===== src/rtl/io_led_controller_pkg.sv =====
// Shared definitions for the LED/GPIO output controller: bus width, mode
// encodings, register offsets and register field positions.
package io_led_controller_pkg;

  localparam int DATA_W     = 16;
  localparam int BUS_ADDR_W = 16;

  typedef enum logic [1:0] {
    MODE_OFF   = 2'b00,
    MODE_ON    = 2'b01,
    MODE_BLINK = 2'b10,
    MODE_PWM   = 2'b11
  } mode_e;

  localparam int OFS_GLOBAL  = 0;
  localparam int OFS_CH_BASE = 1;

  localparam int GLB_EN_BIT   = 0;
  localparam int GLB_RATE_LSB = 1;
  localparam int GLB_RATE_W   = 3;
  localparam int CH_MODE_LSB  = 0;
  localparam int CH_DUTY_LSB  = 8;

endpackage


===== src/rtl/io_timebase.sv =====
// Shared timebase: prescaler producing a tick, a free-running PWM counter and
// a blink counter that advances once per full PWM period.
module io_timebase #(
  parameter int PRESCALE_DIV = 64,
  parameter int PWM_BITS     = 8,
  parameter int BLINK_BITS   = 8
) (
  input  logic                  clock,
  input  logic                  active_high_reset,
  output logic                  tick,
  output logic [PWM_BITS-1:0]   pwm_count,
  output logic [BLINK_BITS-1:0] blink_count
);

  localparam int PRE_W = (PRESCALE_DIV > 1) ? $clog2(PRESCALE_DIV) : 1;
  localparam logic [PRE_W-1:0] PRE_LAST = PRE_W'(PRESCALE_DIV - 1);

  logic [PRE_W-1:0]      pre_q, pre_d;
  logic [PWM_BITS-1:0]   pwm_q, pwm_d;
  logic [BLINK_BITS-1:0] blink_q, blink_d;

  always_comb begin
    tick    = (pre_q == PRE_LAST);
    pre_d   = tick ? '0 : pre_q + 1'b1;
    pwm_d   = tick ? pwm_q + 1'b1 : pwm_q;
    blink_d = (tick && (&pwm_q)) ? blink_q + 1'b1 : blink_q;
  end

  always_ff @(posedge clock) begin
    if (active_high_reset) begin
      pre_q   <= '0;
      pwm_q   <= '0;
      blink_q <= '0;
    end else begin
      pre_q   <= pre_d;
      pwm_q   <= pwm_d;
      blink_q <= blink_d;
    end
  end

  assign pwm_count   = pwm_q;
  assign blink_count = blink_q;

endmodule


===== src/rtl/io_led_controller.sv =====
// Memory-mapped output controller: per-channel OFF/ON/BLINK/PWM modes, a global
// enable with blink rate, a bulk ON/OFF register and registered readback.
module io_led_controller
  import io_led_controller_pkg::*;
#(
  parameter int CHANNELS     = 16,
  parameter int ADDRESS_BITS = 9,
  parameter int BASE_OFFSET  = 0,
  parameter int PWM_BITS     = 8,
  parameter int PRESCALE_DIV = 64,
  parameter int BLINK_BITS   = 8
) (
  input  logic                  clock,
  input  logic                  active_high_reset,
  input  logic                  io_write_enable,
  input  logic                  io_read_enable,
  input  logic [BUS_ADDR_W-1:0] memory_address,
  input  logic [DATA_W-1:0]     data,
  output logic [DATA_W-1:0]     read_data,
  output logic                  read_valid,
  output logic [CHANNELS-1:0]   leds
);

  localparam int BULK_N = (CHANNELS < DATA_W) ? CHANNELS : DATA_W;
  localparam logic [GLB_RATE_W-1:0] RATE_MAX =
    (BLINK_BITS > 8) ? 3'd7 : GLB_RATE_W'(BLINK_BITS - 1);

  logic [ADDRESS_BITS-1:0] offset;
  logic                    hit_global, hit_bulk, wr_global, wr_bulk;
  logic                    tick_unused;
  logic [PWM_BITS-1:0]     pwm_count;
  logic [BLINK_BITS-1:0]   blink_count;

  logic                  en_q, en_d;
  logic [GLB_RATE_W-1:0] rate_q, rate_d, rate_wr;
  logic [DATA_W-1:0]     read_data_q, read_data_d;
  logic                  read_valid_q, read_valid_d;
  logic [CHANNELS-1:0]   leds_q, leds_d;

  logic [CHANNELS-1:0] term_v, ch_on;
  logic [DATA_W-1:0]   ch_img [CHANNELS];

  assign offset     = memory_address[ADDRESS_BITS-1:0] - ADDRESS_BITS'(BASE_OFFSET);
  assign hit_global = (offset == ADDRESS_BITS'(OFS_GLOBAL));
  assign hit_bulk   = (offset == ADDRESS_BITS'(OFS_CH_BASE + CHANNELS));
  assign wr_global  = io_write_enable & hit_global;
  assign wr_bulk    = io_write_enable & hit_bulk;

  if (ADDRESS_BITS < BUS_ADDR_W) begin : g_addr
    logic [BUS_ADDR_W-1-ADDRESS_BITS:0] addr_unused;
    assign addr_unused = memory_address[BUS_ADDR_W-1:ADDRESS_BITS];
  end

  io_timebase #(
    .PRESCALE_DIV(PRESCALE_DIV),
    .PWM_BITS    (PWM_BITS),
    .BLINK_BITS  (BLINK_BITS)
  ) u_timebase (
    .clock            (clock),
    .active_high_reset(active_high_reset),
    .tick             (tick_unused),
    .pwm_count        (pwm_count),
    .blink_count      (blink_count)
  );

  for (genvar i = 0; i < CHANNELS; i++) begin : g_ch
    mode_e               mode_q, mode_d;
    logic [PWM_BITS-1:0] duty_q, duty_d;
    logic                hit, bulk_en, bulk_bit, term;
    logic [DATA_W-1:0]   img;

    assign hit = (offset == ADDRESS_BITS'(OFS_CH_BASE + i));

    // Channels beyond the bus width are not reachable from the bulk register.
    if (i < BULK_N) begin : g_bulk
      assign bulk_en  = wr_bulk;
      assign bulk_bit = data[i];
    end else begin : g_nobulk
      assign bulk_en  = 1'b0;
      assign bulk_bit = 1'b0;
    end

    always_comb begin
      mode_d = mode_q;
      duty_d = duty_q;
      if (io_write_enable && hit) begin
        mode_d = mode_e'(data[CH_MODE_LSB +: 2]);
        duty_d = data[CH_DUTY_LSB +: PWM_BITS];
      end else if (bulk_en) begin
        mode_d = bulk_bit ? MODE_ON : MODE_OFF;
      end

      term = 1'b0;
      case (mode_q)
        MODE_OFF:   term = 1'b0;
        MODE_ON:    term = 1'b1;
        MODE_BLINK: term = blink_count[rate_q];
        MODE_PWM:   term = (pwm_count < duty_q);
        default:    term = 1'b0;
      endcase

      img = '0;
      img[CH_MODE_LSB +: 2]        = mode_q;
      img[CH_DUTY_LSB +: PWM_BITS] = duty_q;
    end

    always_ff @(posedge clock) begin
      if (active_high_reset) begin
        mode_q <= MODE_OFF;
        duty_q <= '0;
      end else begin
        mode_q <= mode_d;
        duty_q <= duty_d;
      end
    end

    assign term_v[i] = term;
    assign ch_on[i]  = (mode_q == MODE_ON);
    assign ch_img[i] = img;
  end

  always_comb begin
    en_d    = en_q;
    rate_d  = rate_q;
    rate_wr = data[GLB_RATE_LSB +: GLB_RATE_W];
    if (wr_global) begin
      en_d   = data[GLB_EN_BIT];
      rate_d = (rate_wr > RATE_MAX) ? RATE_MAX : rate_wr;
    end

    // Readback uses current register state, so a same-cycle write is not seen.
    read_data_d  = read_data_q;
    read_valid_d = io_read_enable;
    if (io_read_enable) begin
      read_data_d = '0;
      if (hit_global) begin
        read_data_d[GLB_EN_BIT]                  = en_q;
        read_data_d[GLB_RATE_LSB +: GLB_RATE_W] = rate_q;
      end else if (hit_bulk) begin
        read_data_d[BULK_N-1:0] = ch_on[BULK_N-1:0];
      end else begin
        for (int i = 0; i < CHANNELS; i++) begin
          if (offset == ADDRESS_BITS'(OFS_CH_BASE + i)) read_data_d = ch_img[i];
        end
      end
    end

    leds_d = {CHANNELS{en_q}} & term_v;
  end

  always_ff @(posedge clock) begin
    if (active_high_reset) begin
      en_q         <= 1'b1;
      rate_q       <= '0;
      read_data_q  <= '0;
      read_valid_q <= 1'b0;
      leds_q       <= '0;
    end else begin
      en_q         <= en_d;
      rate_q       <= rate_d;
      read_data_q  <= read_data_d;
      read_valid_q <= read_valid_d;
      leds_q       <= leds_d;
    end
  end

  assign read_data  = read_data_q;
  assign read_valid = read_valid_q;
  assign leds       = leds_q;

endmodule


===== config.mk =====
export PLATFORM = sky130hd
export DESIGN_NAME = io_led_controller
export DESIGN_NICKNAME = d
export VERILOG_FILES = /design/src/rtl/io_led_controller_pkg.sv /design/src/rtl/io_timebase.sv /design/src/rtl/io_led_controller.sv
export SDC_FILE = /design/constraint.sdc
export NUM_CORES = 1
export LEC_CHECK = 0
export CORE_MARGIN = 8
export CORE_UTILIZATION = 50
export CTS_BUF_LIST = sky130_fd_sc_hd__clkbuf_4 sky130_fd_sc_hd__clkbuf_8
export DETAILED_ROUTE_END_ITERATION = 8
export GPL_ROUTABILITY_DRIVEN = 0
export PLACE_DENSITY = 0.71
export SYNTH_ARGS = -nofsm -noshare
export SYNTH_HDL_FRONTEND = slang
export SYNTH_HIERARCHICAL = 1
export SYNTH_SLANG_ARGS = --single-unit

===== constraint.sdc =====
create_clock -name clock -period 2.16 [get_ports clock]
set_input_delay 0.216 -clock clock [delete_from_list [all_inputs] [get_ports clock]]
set_output_delay 0.216 -clock clock [all_outputs]
set_load 0.1 [all_outputs]

; ---- Word level (Yosys, flattened, before mapping)
; Cells that the tools add are included.
[op_classes]
reduce_logical = 52
add_sub_neg = 3
eq_ne = 66
bitwise_logic = 3
order_cmp = 18
n_mul = 0
n_shift = 0
div = 0
muxes = 86
[op_table]
columns = cell, n
row1 = 2-to-1 mux 16 bit, 17
row2 = less-than comparator 8 bit, 16
row3 = == test 9 x 4 -> 1 bit (second input constant), 8
row4 = == test 2 bit (second input constant), 32
row5 = 2-to-1 mux 2 bit, 32
row6 = case mux 1 bit (4 select lines), 16
row7 = == test 9 x 3 -> 1 bit (second input constant), 4
row8 = == test 2 x 1 -> 1 bit (second input constant), 16
row9 = zero test 2 bit, 16
row10 = nonzero test 2 bit, 16
row11 = == test 9 x 2 -> 1 bit (second input constant), 2
row12 = == test 9 x 5 -> 1 bit (second input constant), 2
row13 = logical AND 1 bit, 17
row14 = 2-to-1 mux 1 bit, 17
row15 = adder 8 x 1 -> 8 bit (second input constant), 2
row16 = bitwise AND 16 bit, 1
row17 = 2-to-1 mux 12 bit, 1
row18 = == test 9 x 1 -> 1 bit (second input constant), 1
row19 = zero test 9 bit, 1
row20 = AND reduction 8 bit, 1
row21 = adder 6 x 1 -> 6 bit (second input constant), 1
row22 = == test 6 bit (second input constant), 1
row23 = less-than comparator 3 x 4 -> 1 bit (second input constant), 1
row24 = 2-to-1 mux 4 bit, 1
row25 = other kinds (5), 6
[totals]
word_cells = 268
latchBits = 0
mem_bits_ro = 0
ramBits = 0
regBits = 219
n_memories = 0
output_inout_bits = 33
inputBits = 36

; ---- Logic depth before layout (Yosys ltp)
; Gate-level depths: netlist of run 1.
[logic_depth]
depth_word = 19
mapped_depth = 10
mapped_depth_nobuf = 7

; ---- Modules after synthesis
; The synthesis of run 1 kept the hierarchy.
[modules_own_cells]
columns = module, seq_area_each_um2, area_each_um2, cells_each, n_inst
row1 = io_led_controller, 3943.8, 12268.0, 1627, 1
row2 = io_timebase, 440.4, 997.2, 109, 1

; ---- Worst setup path before layout of run 1
; OpenSTA, ideal clock, no wires.
[synth_path]
kind = register to register
start = reg u_timebase.pwm_q[1], in the netlist u_timebase/pwm_count[1]
end = reg u_timebase.blink_q[3], in the netlist u_timebase/blink_count[3]
setup_slack_ns = 0.094
required_time_ns = 2.086
t_arrival_ns = 1.992
setup_time_ns = 0.074
path_buffers = 0
stages_incl_launch_ff = 6
period_less_slack_ns = 2.066
cell_sequence = dfxtp_1 > ha_1 > nand3_2 > or4_4 > or4_1 > o21ai_0
[synth_between]
elab_chain_cells = 2
[synth_lines]
columns = element, line_no
row1 = start: declaration, io_timebase.sv:19  ; logic [PWM_BITS-1:0] pwm_q, pwm_d;
row2 = start signal: assignment, io_timebase.sv:36  ; pwm_q <= pwm_d;
row3 = AND reduction 8 bit, io_timebase.sv:26  ; blink_d = (tick && (&pwm_q)) ? blink_q + 1'b1 : blink_q;
row4 = logical AND 1 bit, io_timebase.sv:26
row5 = end signal: assignment, io_timebase.sv:37  ; blink_q <= blink_d;
row6 = end: declaration, io_timebase.sv:20  ; logic [BLINK_BITS-1:0] blink_q, blink_d;
; No other way between the ends.
; A chain may end at the register's enable or synchronous reset.

; ---- Worst setup path after layout of run 1
[layout_path]
start = in memory_address[5]
end = reg read_data_q[0], in the netlist read_data[0]
[layout_between]
elab_chain_cells = 19
elab_cells_between_ends = 36
classes_between = 17 x eq/ne / 18 x mux / 1 x reduce/logical
[layout_lines]
columns = element, line_no
row1 = start: declaration, io_led_controller.sv:17  ; input logic [BUS_ADDR_W-1:0] memory_address,
row2 = == test 9 x 1 -> 1 bit, io_led_controller.sv:143  ; if (offset == ADDRESS_BITS'(OFS_CH_BASE + i)) read_data_d = ch_img[i];
row3 = 2-to-1 mux 16 bit (16 in a row), io_led_controller.sv:143
row4 = 2-to-1 mux 16 bit, io_led_controller.sv:139  ; end else if (hit_bulk) begin
row5 = 2-to-1 mux 4 bit *, io_led_controller.sv:136  ; if (hit_global) begin
row6 = end signal: assignment, io_led_controller.sv:161  ; read_data_q <= read_data_d;
row7 = end: declaration, io_led_controller.sv:36  ; logic [DATA_W-1:0] read_data_q, read_data_d;
; Every way passes the cells marked *; elsewhere a longest branch is shown, timed or not.

==> results of run 1 <==
## path summary, 6_finish.rpt
path,startpoint,endpoint,slack [ns],cells past startpoint
worst max-delay path,memory_address[5],read_data[0],0.06,9
worst max register to register,rate_q[0],leds[12],0.11,6
worst min register to register,g_ch[9].duty_q[5],g_ch[9].duty_q[5],0.45,2
worst min-delay path,io_write_enable,rate_q[0],0.07,3
## critical path, stage by stage
cell and delay (ns):
clkdlybuf4s50_1 0.43, or4_1 0.51, buf_4 0.23, nor2_2 0.23, nand2_1 0.14, buf_4 0.16
o211ai_1 0.28, o311a_1 0.23, a31oi_1 0.07
## power groups by stage
stage               registers (mW)  logic [mW]  clock network [mW]
detailed placement            4.15       0.722                   0
CTS                           4.06       0.726                4.02
floorplan                     4.19       0.315                   0
global placement              4.15       0.718                   0
global route                  4.06       0.776                4.17
finish                        4.06       0.763                3.98
## metrics by stage
step	worst slack, ns	setup TNS [ns]
after floorplan	0.0935	0
after global placement	-0.884	-39.85
after detailed placement	-0.846	-44.11
after CTS	0.0366	0
after global routing	-0.00126	-0.00126
final	0.0642	0
## cells in the mapped netlist (6+ instances only)
cell / instances / area [µm²]
nand2_1: 276 / 1040
dfxtp_1: 219 / 4380
a21oi_1: 196 / 981
inv_1: 121 / 454
ha_1: 115 / 1440
nor2_1: 103 / 387
nand3_1: 92 / 460
clkbuf_1: 85 / 319
o21ai_0: 81 / 405
a21o_1: 36 / 270
nand2b_1: 36 / 225
nor2b_1: 30 / 188
a211oi_1: 24 / 180
a31oi_1: 21 / 131
buf_2: 21 / 105
a22oi_1: 18 / 135
mux2i_1: 17 / 170
nor3_1: 17 / 85.1
o22ai_1: 17 / 106
o2111a_1: 16 / 180
nand4_1: 12 / 75.1
and3_1: 11 / 68.8
a221oi_1: 10 / 87.6
a311oi_1: 9 / 78.8
and2_1: 8 / 50.1
buf_1: 8 / 30.0
mux2_2: 8 / 90.1
nand3b_1: 8 / 60.1
o32ai_1: 8 / 70.1
o2111ai_1: 7 / 61.3
o211ai_1: 7 / 52.6
a32oi_1: 6 / 52.6
nor3_2: 6 / 60.1
o221ai_1: 6 / 52.6
xor2_1: 6 / 52.6
## routing by layer
metal,vias to the layer above,global-route usage (%)
li1,6545,-
met1,6707,40.4
met2,962,47.3
met3,245,8.19
met4,0,15.3
met5,-,0
## placed cells by master, fill, tap and decap left out, types with 14 or more instances in the layout
cell type        Yosys  final
a21oi_1            196    196
nor2b_1             30     30
nand3_1             92     92
ha_1               115    115
nor3_1              17     17
o22ai_1             17     17
clkbuf_8             0     45
clkdlybuf4s50_1      0     23
mux2i_1             17     16
nor2_1             103    102
a211oi_1            24     24
a31oi_1             21     21
clkbuf_4             0     14
inv_1              121    121
buf_4                1    239
o2111a_1            16     16
dfxtp_1            219    219
a22oi_1             18     18
a21o_1              36     36
nand2b_1            36     36
o21ai_0             81     80
nand2_1            276    276
## sequential cells by signal, indices dropped and copies added, names as in the netlist
name                    cells
u_timebase/pre_q            6
g_ch.duty_q               128
rate_q                      3
u_timebase/blink_count      8
read_valid                  1
leds                       16
read_data                  16
en_q                        1
u_timebase/pwm_count        8
g_ch.mode_q                32
## layout make-up
type                            count  area, µm²  share of cell area, %
Multi-Input combinational cell   1279       7980                   49.1
Sequential cell                   219       4380                   27.0
Timing Repair Buffer              275       2220                   13.7
Clock buffer                       59        724                   4.46
Inverter                          122        458                   2.82
Tap cell                          335        419                   2.58
Clock inverter                      4       47.5                  0.293
## repair_timing
| action | CTS | global route |
|---|---|---|
| cloned | 0 | 0 |
| gates resized for setup | 2 | 5 |
| setup endpoints to repair | 1 | 3 |
| pin swaps | 0 | 0 |
| hold buffers | 0 | 0 |
## logic make-up (layout without fill, tap and decap cells)
family	Yosys count	count (layout)	synth area share (%)
adders and majority gates	115	115	10.8
xor gates and xnor gates	10	10	0.660
DFF	219	219	33.1
and+or+nand+nor	631	631	22.4
muxes	27	27	2.30
AOI/OAI and AO/OA	496	496	23.7
buffers and inverters	238	460	7.02
==> flow_summary_export.csv, run 1 <==
group,metric,value,unit
outcome,status,"completed",
synthesis,synth_top_flop_cell,"dfxtp_1",
floorplan,core,26100,µm²
synthesis,yosysUniqueCellTypes,74,
grt,grt_max_degree,80,
placement,dpl_cell_area,15400,µm²
pwr,pwr_density_cell,543,nW/µm²
route,wl_per_cell,22.4,µm
pwr,clkPwrFrac,45.2,%
timing,hold_viol_final,0,
route,ant_nets,0,
critical_path,cp-end-kind,"flop",
timing,finalMaxSlewViolations,0,
placement,dp_cells,2230,
pwr,power_switching,2.26,mW
timing,relSlewSlack,43.5,%
job,maxCapViolCount,0,
timing,fmax,477,MHz
clock_network,ctsHtreeMaxLevel,2,
min_path,hold_class,"input port to flop",
pwr,p_int,6.55,mW
pwr,vdd_drop_max,0.000439,V
placement,place_hpwl,37800,µm
critical_path,critPathMaxFanout,15,
floorplan,num_io_pins,69,
placement,portBuffers,61,
route,drc_errors,0,
timing,setup_viol,0,
synthesis,synth_area,13300,µm²
cells_and_area,fin_nets,2086,
clock_network,numCtsBuffers,38,
floorplan,start_util,50.9,%
route,routed.top_layer,"met4",
synthesis,syn_inst,1736,
clock_network,cts_sinks,219,
route,wl_met3,6510,µm
pwr,netSwitchingFraction,25.7,%
synthesis,yosys_warnings,6,
timing,post-route-period-util,97.0,%
timing,hold_slack,0.0670,ns
clock_network,cts.path.max_buffers,3,
cells_and_area,final_layout_size_suffix_gt1_share,17.9,%
route,wl_met1,20200,µm
route,vias,14500,
critical_path,crit_path_start_kind,"input port",
synthesis,synth_seq_cells,219,
grt,track_usage,31.2,%
synthesis,syn-num-nets,1887,
synthesis,synth-seq-area-share,33.1,%
critical_path,crit_type,"input port to flop",
route,first_iter_violations,2219,
clock_network,path_clk_slew,0.07,ns
synthesis,async_flop_share,0,%
grt,overflow,0,
pwr,comb_power_share,8.7,%
timing,fin_skew,0.0291,ns
route,drtPass1Iterations,9,
timing,min_period,2.10,ns
clock_network,post_cts_buffers,0,
pwr,p_leak,5.88,nW
grt,antenna_found_initial,0,
critical_path,arrival,2.52,ns
cells_and_area,final_util,62.3,%
cells_and_area,instances_no_fill,2293,
synthesis,synth-edff-count,0,
pwr,finalPower,8.81,mW
clock_network,clock_latency,0.55,ns
timing,worst_slew_pin_slew,0.847,ns
grt,grt_pass1_wl,76700,µm
floorplan,die_h,179,µm
route,met2WireLength,21600,µm
cells_and_area,antenna_cells,0,
cells_and_area,area_growth,22.4,%
route,totalWireLength,51400,µm
synthesis,syn_area_per_cell,7.64,µm²
pwr,seqPwrFrac,46.1,%
grt,grt_pass1_vias,13400,
floorplan,row_count,59,
floorplan,die_w,179,µm
cells_and_area,design_area,16200,µm²
critical_path,cp.required,2.59,ns
floorplan,die_area,32000,µm²
clock_network,cts_tree,"yes",
clock_network,cts_root_buf,"clkbuf_8",
cells_and_area,fillCellCount,2303,
route,via_per_inst,6.31,
Note: power is estimated with default switching activity, not from simulation.
==> inputs of run 2 (changes only) <==
Settings changed: CTS_CLUSTER_DIAMETER from default to 200, GPL_TIMING_DRIVEN from default to 0.
==> run 2 against run 1 <==
- the flow now finishes with violations (DRC, setup timing)
- non-clock buffer count shrank 96
- routed wire length up 6.6%
- sequential share of layout area up 1.4 points
- sequential power hardly changed
- sequential cell count unchanged
- design area fell by 4.2%
- combinational power shrank 4.2%
- via count grew 1.3%
- critical path depth stayed put
- register-to-register slack got worse by 0.02 ns
- global-route usage is 2.2 points higher
- critical path type unchanged
- largest cell class unchanged
- largest power group is now the clock network
- highest routed layer unchanged
==> flow_summary_export.csv, run 2 (same netlist as run 1, synthesis figures left out) <==
group,metric,value,unit
critical_path,crit_type,"input port to flop",
pwr,comb_power_share,7.8,%
cells_and_area,fin_nets,1992,
cells_and_area,final_layout_size_suffix_gt1_share,11.6,%
clock_network,cts.path.max_buffers,3,
pwr,power_switching,2.43,mW
timing,fmax,450,MHz
timing,setup_viol,7,
critical_path,cp_common_cell,"clkbuf_4",
route,vias,14600,
timing,fin_skew,0.0308,ns
pwr,pwr_density_cell,602,nW/µm²
timing,min_period,2.22,ns
pwr,vdd_drop_max,0.000508,V
route,wl_per_cell,24.8,µm
route,ant_nets,0,
critical_path,crit_slowest_cell,"clkdlybuf4s50_1",
clock_network,cts_tree,"yes",
floorplan,num_io_pins,69,
job,maxCapViolCount,0,
critical_path,cp-end-kind,"flop",
route,totalWireLength,54800,µm
timing,hold_slack,0.215,ns
cells_and_area,largestRegisters,"g_ch.duty_q: 128 flops, g_ch.mode_q: 32 flops",
floorplan,core,26100,µm²
cells_and_area,fillCellCount,2379,
cells_and_area,largest_register_ffs,128,
pwr,clkPwrFrac,48.8,%
clock_network,path_clk_slew,0.07,ns
pwr,netSwitchingFraction,26.0,%
timing,setup_ws,-0.0646,ns
cells_and_area,antenna_cells,0,
timing,worst_slew_pin_slew,0.991,ns
critical_path,critPathMaxFanout,10,
pwr,p_leak,5.43,nW
route,first_iter_violations,2650,
grt,grt_pass1_vias,13500,
cells_and_area,regMostFlops,"g_ch.duty_q",
outcome,violations,"DRC, setup timing",
grt,overflow,0,
placement,dp_cells,2121,
placement,dpl_cell_area,14200,µm²
clock_network,ctsHtreeMaxLevel,2,
critical_path,path_buf_inv,4,
grt,antenna_found_initial,1,
min_path,hold_class,"input port to flop",
floorplan,start_util,50.9,%
clock_network,numCtsBuffers,40,
timing,finalMaxSlewViolations,0,
cells_and_area,area_growth,17.2,%
clock_network,cts_root_buf,"clkbuf_8",
critical_path,slowest_delay,0.53,ns
timing,rsz0062_at_grt,"true",
grt,track_usage,33.4,%
timing,hold_viol_final,0,
cells_and_area,instances_no_fill,2205,
grt,grt_max_degree,23,
clock_network,cts_sinks,219,
cells_and_area,final_common_cell,"nand2_1",
outcome,status,"finished, violations left",
cells_and_area,final_util,59.7,%
critical_path,path_cells,"clkdlybuf4s50_1, clkbuf_4, clkbuf_4, clkbuf_2, a22oi_1, o32ai_1, o21ai_0, a21o_1, a21oi_1",
placement,portBuffers,50,
floorplan,die_w,179,µm
pwr,seqPwrFrac,43.4,%
floorplan,die_area,32000,µm²
grt,grt_pass1_wl,80900,µm
critical_path,reg2reg_slack,0.09,ns
critical_path,cp.required,2.65,ns
floorplan,row_count,59,
route,drtPass1Iterations,9,
pwr,p_int,6.92,mW
floorplan,die_h,179,µm
timing,post-route-period-util,103,%
clock_network,clock_latency,0.57,ns
timing,relSlewSlack,34.2,%
critical_path,crit_path_start_kind,"input port",
placement,place_hpwl,38400,µm
route,drc_errors,84,
critical_path,cp_top_family,"buffers and inverters",
critical_path,arrival,2.72,ns
cells_and_area,final_cell_mix,"272 x nand2_1, 211 x dfxtp_1, 196 x a21oi_1",
route,via_per_inst,6.64,
cells_and_area,design_area,15500,µm²
==> run 2: cell count changes in the layout (fill, tap and decap cells not counted), sizes merged <==
cell | previous run | this run
clkinvlp | 1 | 2
clkbuf | 59 | 149
buf | 251 | 41
dlygate4sd2 | 0 | 34
clkinv | 3 | 6
dlymetal6s2s | 1 | 5
clkdlybuf4s50 | 23 | 11
bufinv | 1 | 3
==> run 2: per-layer routing <==
metal / up-vias / global-route usage [%] / part of all wire (%)
met1: 6805 / 42.0 / 38
li1: 6352 / - / -
met5: - / 0 / 0
met4: 0 / 16.4 / 7.3
met2: 1146 / 49.7 / 41
met3: 337 / 12.0 / 14
==> run 2: worst min-delay path: cells and delay by family <==
kind | cells | cell delay [ns]
AOI/OAI and AO/OA | 1 | 0.06
buffers and inverters | 1 | 0.30
and+or+nand+nor | 1 | 0.16
==> run 2: final cells by class <==
class,instances,area [µm²],area share [%]
sequential,219,4410,28.4
timing repair buffer,66,603,3.88
tap,335,419,2.70
inverter,122,459,2.95
clock buffer,61,796,5.12
multi-input combinational,1279,8170,52.6
clock inverter,10,130,0.837
buffer,113,557,3.58
==> run 2: path summary, 6_finish.rpt <==
kind	start	end	cells past startpoint
worst max-delay path	memory_address[1]	read_data[11]	9
worst min-delay path	data[10]	g_ch[14].duty_q[2]	3
worst max register to register	u_timebase/pwm_count[7]	u_timebase/blink_count[3]	4
worst min register to register	g_ch[9].duty_q[6]	g_ch[9].duty_q[6]	2
==> run 2: stage by stage <==
stage	worst slack, ns	setup TNS [ns]	total power, mW
4_1_cts	-0.0102	-0.0131	9.27
3_3_place_gp	-1.10	-144.50	4.78
3_5_place_dp	-1.09	-150.50	4.79
2_1_floorplan	0.0935	0	4.50
6_report	-0.0646	-0.283	9.35
5_1_grt	-0.119	-0.241	9.55
==> run 2: timing repair <==
| item | CTS | global route |
|---|---|---|
| pin swaps | 3 | 5 |
| setup buffers | 8 | 8 |
| hold buffers | 0 | 0 |
| endpoints found under the setup margin | 217 | 139 |
| resized for setup | 102 | 69 |
==> run 2: power by group through the flow <==
stage,registers (mW),clock network [mW],logic (mW)
final,4.06,4.57,0.731
after global routing,4.05,4.77,0.731
after CTS,4.06,4.56,0.653
after detailed placement,4.15,0,0.635
after global placement,4.15,0,0.632
after floorplan,4.19,0,0.315
